File: config.mk
export PLATFORM = sky130hd
export DESIGN_NAME = alu_op_sequencer
export DESIGN_NICKNAME = d
export VERILOG_FILES = /design/src/rtl/alu_op_sequencer.sv
export SDC_FILE = /design/constraint.sdc
export NUM_CORES = 1
export LEC_CHECK = 0
export CAP_MARGIN = 0
export CORE_MARGIN = 5
export CORE_UTILIZATION = 48
export DETAILED_ROUTE_END_ITERATION = 10
export PLACE_DENSITY_LB_ADDON = 0.05
export RECOVER_POWER = 50
export SETUP_SLACK_MARGIN = 0.05
export SYNTH_ARGS = -nofsm -noshare
export SYNTH_HDL_FRONTEND = slang
export SYNTH_SLANG_ARGS = --single-unit
File: constraint.sdc
create_clock -name clk -period 3.3 [get_ports clk]
set_input_delay 0.33 -clock clk [delete_from_list [all_inputs] [get_ports clk]]
set_output_delay 0.33 -clock clk [all_outputs]
set_load 0.05 [all_outputs]
File: src/rtl/alu_op_sequencer.sv
// ALU issue sequencer: buffers operation requests in a small FIFO, drives them
// one at a time into a combinational ALU, and returns registered results in
// order over a valid/ready response port.
module alu_op_sequencer #(
  parameter int unsigned WIDTH = 32,
  parameter int unsigned CTRW  = 3,
  parameter int unsigned DEPTH = 4
) (
  input  logic                     clk,
  input  logic                     reset,
  input  logic                     req_valid,
  output logic                     req_ready,
  input  logic [WIDTH-1:0]         req_a,
  input  logic [WIDTH-1:0]         req_b,
  input  logic [CTRW-1:0]          req_ctr,
  output logic [WIDTH-1:0]         alu_busa,
  output logic [WIDTH-1:0]         alu_busb,
  output logic [CTRW-1:0]          alu_aluctr,
  input  logic [WIDTH-1:0]         alu_result,
  input  logic                     alu_zero,
  output logic                     rsp_valid,
  input  logic                     rsp_ready,
  output logic [WIDTH-1:0]         rsp_result,
  output logic                     rsp_zero,
  output logic [3:0]               rsp_seq,
  output logic [$clog2(DEPTH):0]   fifo_count
);

  localparam int unsigned AW = $clog2(DEPTH);
  localparam int unsigned CW = AW + 1;
  localparam int unsigned EW = 2 * WIDTH + CTRW;

  typedef enum logic [1:0] {
    S_IDLE = 2'd0,
    S_EXEC = 2'd1,
    S_RESP = 2'd2
  } state_t;

  state_t            r_state;
  state_t            w_state_nxt;

  logic [EW-1:0]     r_mem [DEPTH];
  logic [AW-1:0]     r_wr_ptr;
  logic [AW-1:0]     r_rd_ptr;
  logic [CW-1:0]     r_count;

  logic [WIDTH-1:0]  r_alu_busa;
  logic [WIDTH-1:0]  r_alu_busb;
  logic [CTRW-1:0]   r_alu_aluctr;
  logic              r_rsp_valid;
  logic [WIDTH-1:0]  r_rsp_result;
  logic              r_rsp_zero;
  logic [3:0]        r_rsp_seq;

  logic              w_push;
  logic              w_load;
  logic              w_capture;
  logic              w_rsp_done;
  logic              w_not_empty;
  logic [EW-1:0]     w_head;

  // Readiness comes only from the registered count, so a full FIFO never
  // accepts a push even if a pop happens on the same edge.
  assign req_ready   = (r_count != CW'(DEPTH));
  assign w_push      = req_valid && req_ready;
  assign w_not_empty = (r_count != '0);
  assign w_head      = r_mem[r_rd_ptr];

  // Next-state and control strobes for the issue/capture/respond sequence
  always_comb begin
    w_state_nxt = r_state;
    w_load      = 1'b0;
    w_capture   = 1'b0;
    w_rsp_done  = 1'b0;
    unique case (r_state)
      S_IDLE: begin
        if (w_not_empty) begin
          w_load      = 1'b1;
          w_state_nxt = S_EXEC;
        end
      end
      S_EXEC: begin
        w_capture   = 1'b1;
        w_state_nxt = S_RESP;
      end
      S_RESP: begin
        if (r_rsp_valid && rsp_ready) begin
          w_rsp_done = 1'b1;
          if (w_not_empty) begin
            w_load      = 1'b1;
            w_state_nxt = S_EXEC;
          end else begin
            w_state_nxt = S_IDLE;
          end
        end
      end
      default: w_state_nxt = S_IDLE;
    endcase
  end

  // State register
  always_ff @(posedge clk or posedge reset) begin
    if (reset) r_state <= S_IDLE;
    else       r_state <= w_state_nxt;
  end

  // FIFO storage; contents are don't-care until written, so no reset
  always_ff @(posedge clk) begin
    if (w_push) r_mem[r_wr_ptr] <= {req_a, req_b, req_ctr};
  end

  // FIFO pointers and occupancy
  always_ff @(posedge clk or posedge reset) begin
    if (reset) begin
      r_wr_ptr <= '0;
      r_rd_ptr <= '0;
      r_count  <= '0;
    end else begin
      if (w_push) r_wr_ptr <= r_wr_ptr + AW'(1);
      if (w_load) r_rd_ptr <= r_rd_ptr + AW'(1);
      unique case ({w_push, w_load})
        2'b10:   r_count <= r_count + CW'(1);
        2'b01:   r_count <= r_count - CW'(1);
        default: r_count <= r_count;
      endcase
    end
  end

  // ALU operand registers; change only when a new op is issued
  always_ff @(posedge clk or posedge reset) begin
    if (reset) begin
      r_alu_busa   <= '0;
      r_alu_busb   <= '0;
      r_alu_aluctr <= '0;
    end else if (w_load) begin
      r_alu_busa   <= w_head[EW-1 -: WIDTH];
      r_alu_busb   <= w_head[CTRW +: WIDTH];
      r_alu_aluctr <= w_head[CTRW-1:0];
    end
  end

  // Response capture, handshake and completion sequence number
  always_ff @(posedge clk or posedge reset) begin
    if (reset) begin
      r_rsp_valid  <= 1'b0;
      r_rsp_result <= '0;
      r_rsp_zero   <= 1'b0;
      r_rsp_seq    <= '0;
    end else begin
      if (w_capture) begin
        r_rsp_valid  <= 1'b1;
        r_rsp_result <= alu_result;
        r_rsp_zero   <= alu_zero;
      end else if (w_rsp_done) begin
        r_rsp_valid  <= 1'b0;
      end
      if (w_rsp_done) r_rsp_seq <= r_rsp_seq + 4'd1;
    end
  end

  assign alu_busa   = r_alu_busa;
  assign alu_busb   = r_alu_busb;
  assign alu_aluctr = r_alu_aluctr;
  assign rsp_valid  = r_rsp_valid;
  assign rsp_result = r_rsp_result;
  assign rsp_zero   = r_rsp_zero;
  assign rsp_seq    = r_rsp_seq;
  assign fifo_count = r_count;

endmodule

==> flow_metrics.env <==
export IMPL_outcome="finished with violations"
export IMPL_violations="capacitance limit, slew limit"
export IMPL_pwr_density_cell_mw_per_mm2=1080
export IMPL_maximum_ir_drop_on_the_vdd_rail_mv=0.602
export IMPL_via_count=6729
export IMPL_htreeDepth=2
export IMPL_ys_warn_count=0
export IMPL_placeableCoreArea_mm2=0.0289
export IMPL_routabilityCongestion=0.760
export IMPL_synth_top_area_share_pct=57.0
export IMPL_clock_insertion_delay_at_the_later_pin_of_the_skew_report_ns=0.51
export IMPL_finalSetupTns_ns=0
export IMPL_rsz0062_at_grt="no"
export IMPL_critical_path_class="reg -> reg"
export IMPL_cts_tree="built"
export IMPL_sequentialPowerShare_pct=38.4
export IMPL_timing_critical_path_arrival_ns=2.74
export IMPL_detailedRoute_firstIterationViolations=346
export IMPL_slew_headroom_pct=-11.5
export IMPL_grt_start_max_net_pins=69
export IMPL_finalWorstPathRequiredPeriod_ns=2.57
export IMPL_final_hold_worst_slack_ns=0.445
export IMPL_cts_root_to_sink_buffers=3
export IMPL_die_area_mm2=0.0329
export IMPL_max_stage_delay_ns=1.04
export IMPL_finalMaxSlewViolations=28
export IMPL_cts_setup_buffers=0
export IMPL_post_dp_hpwl_um=17000
export IMPL_mostFrequentLayoutCells="268 x sky130_fd_sc_hd__edfxtp_1, 144 x sky130_fd_sc_hd__clkdlybuf4s50_1, 112 x sky130_fd_sc_hd__dfrtp_1"
export IMPL_cap_violations=1
export IMPL_io_buffer_count=212
export IMPL_most_common_cell_after_layout_fill_and_taps_aside="sky130_fd_sc_hd__edfxtp_1"
export IMPL_combPwrFrac_pct=40.7
export IMPL_p_int_mw=12.5
export IMPL_die_h_um=181
export IMPL_post_synth_main_area_contributors="sky130_fd_sc_hd__edfxtp_1 57%, sky130_fd_sc_hd__dfrtp_1 20%, sky130_fd_sc_hd__mux4_2 11%"
export IMPL_final_antenna_net_count=0
export IMPL_cp_required_ns=3.47
export IMPL_dominantRegCellSynth="sky130_fd_sc_hd__edfxtp_1"
export IMPL_cts_resized=0
export IMPL_max_freq_mhz=389
export IMPL_synthDistinctLibCells=30
export IMPL_worstPathMaxFanout=21
export IMPL_synth_enable_flop_cells=268
export IMPL_syn_num_nets=734
export IMPL_critical_path_top_delay_family="simple AND/OR/NAND/NOR gates"
export IMPL_synthDominantAreaCellType="sky130_fd_sc_hd__edfxtp_1"
export IMPL_synth_mux_area_share_pct=19.0
export IMPL_slowest_stage="sky130_fd_sc_hd__and3_1"
export IMPL_setup_violations=0
export IMPL_syn_cell_area_mm2=0.0141
export IMPL_routed_wirelength_um=28000
export IMPL_design_final_nets=975
export IMPL_cts_hold_buffers_added=0
export IMPL_place_detailed_instances=1207
export IMPL_switching_share_pct=35.7
export IMPL_finalClockSkew_ns=0.0163
export IMPL_post_synth_and_or_nand_nor_area_fraction_pct=0.878
export IMPL_worst_slew_pin_slew_ns=1.66
export IMPL_floorplan_rows=62
export IMPL_total_power_mw=19.4
export IMPL_dieWidth_um=181
export IMPL_grt_antenna_before_repair=8
export IMPL_sum_of_buffers_and_inverters_on_the_critical_path=1
export IMPL_syn_instance_count=623
export IMPL_final_core_utilization_pct=62.2
export IMPL_grt_usage_pct=17.0
export IMPL_synth_compound_gate_area_share_pct=0.186
export IMPL_start_kind="flip-flop"
export IMPL_post_detailed_route_wirelength_per_cell_um=21.9
export IMPL_period_utilization_pct=77.9
export IMPL_vias_per_cell=5.26
export IMPL_avgSynthCellArea_um2=22.6
export IMPL_part_of_the_yosys_area_used_for_sequential_elements_pct=77.3
export IMPL_initial_standard_cell_utilization_of_the_core_pct=48.9
export IMPL_finalNonFillerCells=1279
export IMPL_detailedRoute_firstPassIterationCount=4
export IMPL_synthAdderAreaFrac_pct=0.674
export IMPL_path_cells="or3b_1 -> and3_1 -> buf_4"
export IMPL_cts_buffers_inserted=39
export IMPL_global_route_wire_length_before_repair_um=43500
export IMPL_share_of_post_route_cells_with_drive_strength_above_1_pct=27.0
export IMPL_timing_final_hold_violations=0
export IMPL_total_leakage_power_nw=6.35
export IMPL_cts_num_sinks=382
export IMPL_power_switching_mw=6.93
export IMPL_drc=0
export IMPL_hp_class="in -> reg"
export IMPL_clock_power_share_pct=20.9
export IMPL_design_portCount=213
export IMPL_ys_seq_elements=382
export IMPL_cts_root_buf="sky130_fd_sc_hd__clkbuf_16"
export IMPL_synth_xor_xnor_area_share_pct=0.559
export IMPL_synth_async_reset_ratio_pct=29.8
export IMPL_dominant_combinational_cell_family_by_area_after_synthesis="multiplexers"
export IMPL_critical_path_endpoint_type="flip-flop"
export IMPL_area_growth_synth_to_final_pct=27.2
export IMPL_clk_pin_slew_ns=0.06
export IMPL_grt_pass1_vias=7403
export IMPL_globalRoute_totalOverflow=0
layout make-up:
type	count	area, µm²
Sequential cell	382	10900
Fill cell	2034	10900
Multi-Input combinational cell	207	3020
Timing Repair Buffer	226	2310
Clock buffer	65	1170
Tap cell	384	480
Inverter	8	31.3
Clock inverter	5	25.0
Antenna cell	2	5.00
synthesized netlist by cell type (5+ instances only):
master	n
sky130_fd_sc_hd__dfrtp_1	114
sky130_fd_sc_hd__clkbuf_1	5
sky130_fd_sc_hd__edfxtp_1	268
sky130_fd_sc_hd__xnor2_1	5
sky130_fd_sc_hd__mux2_4	8
sky130_fd_sc_hd__ha_1	6
sky130_fd_sc_hd__buf_2	16
sky130_fd_sc_hd__mux4_2	67
sky130_fd_sc_hd__inv_1	8
sky130_fd_sc_hd__mux2_2	93
per-layer routing:
layer / vias to the layer above / GRT usage (%) / wire length, µm
met5: - / 0 / 40
met4: 8 / 3.75 / 505
met3: 52 / 4.42 / 1790
met2: 200 / 28.8 / 14000
met1: 3494 / 22.4 / 11600
li1: 2975 / - / -
per-stage QoR:
| step | instance area, µm² | worst slack [ns] |
|---|---|---|
| 3_3_place_gp | 16800 | 0.981 |
| 2_1_floorplan | 14100 | 0.588 |
| 5_1_grt | 17900 | 0.371 |
| 4_1_cts | 18000 | 0.783 |
| 6_report | 18000 | 0.730 |
| 3_5_place_dp | 16800 | 0.889 |
flip-flops by register name (all words and copies together) (netlist names):
register	cells
alu_aluctr	3
alu_busa	32
alu_busb	32
fifo_count	3
r_mem	268
r_rd_ptr	2
r_state	2
r_wr_ptr	2
rsp_result	32
rsp_seq	4
rsp_valid	1
rsp_zero	1
power by group through the flow:
stage / clock (mW) / combinational (mW) / sequential (mW)
after CTS: 4.17 / 8.06 / 7.49
final: 4.06 / 7.89 / 7.44
after global placement: 0 / 7.94 / 7.48
after floorplan: 0 / 3.37 / 9.58
after global routing: 4.38 / 8.28 / 7.63
after detailed placement: 0 / 8.02 / 7.57
path summary, 6_finish.rpt:
kind,slack [ns],depth (start not counted),start,to
max reg2reg,0.73,3,fifo_count[2],r_mem[0][21]
max,0.73,3,fifo_count[2],r_mem[0][21]
min reg2reg,0.47,1,rsp_seq[3],rsp_seq[3]
max in group asynchronous,0.85,3,reset,rsp_result[21]
min in group asynchronous,0.68,2,reset,alu_busb[17]
min,0.45,2,alu_result[19],rsp_result[19]
kinds of logic after synthesis:
| logic type | after synthesis |
|---|---|
| simple gates | 19 |
| fa+ha+maj | 7 |
| buf+inv | 34 |
| compound gates | 3 |
| xor+xnor | 9 |
| flops | 382 |
| mux | 169 |
(Power assumes the default switching activity.)
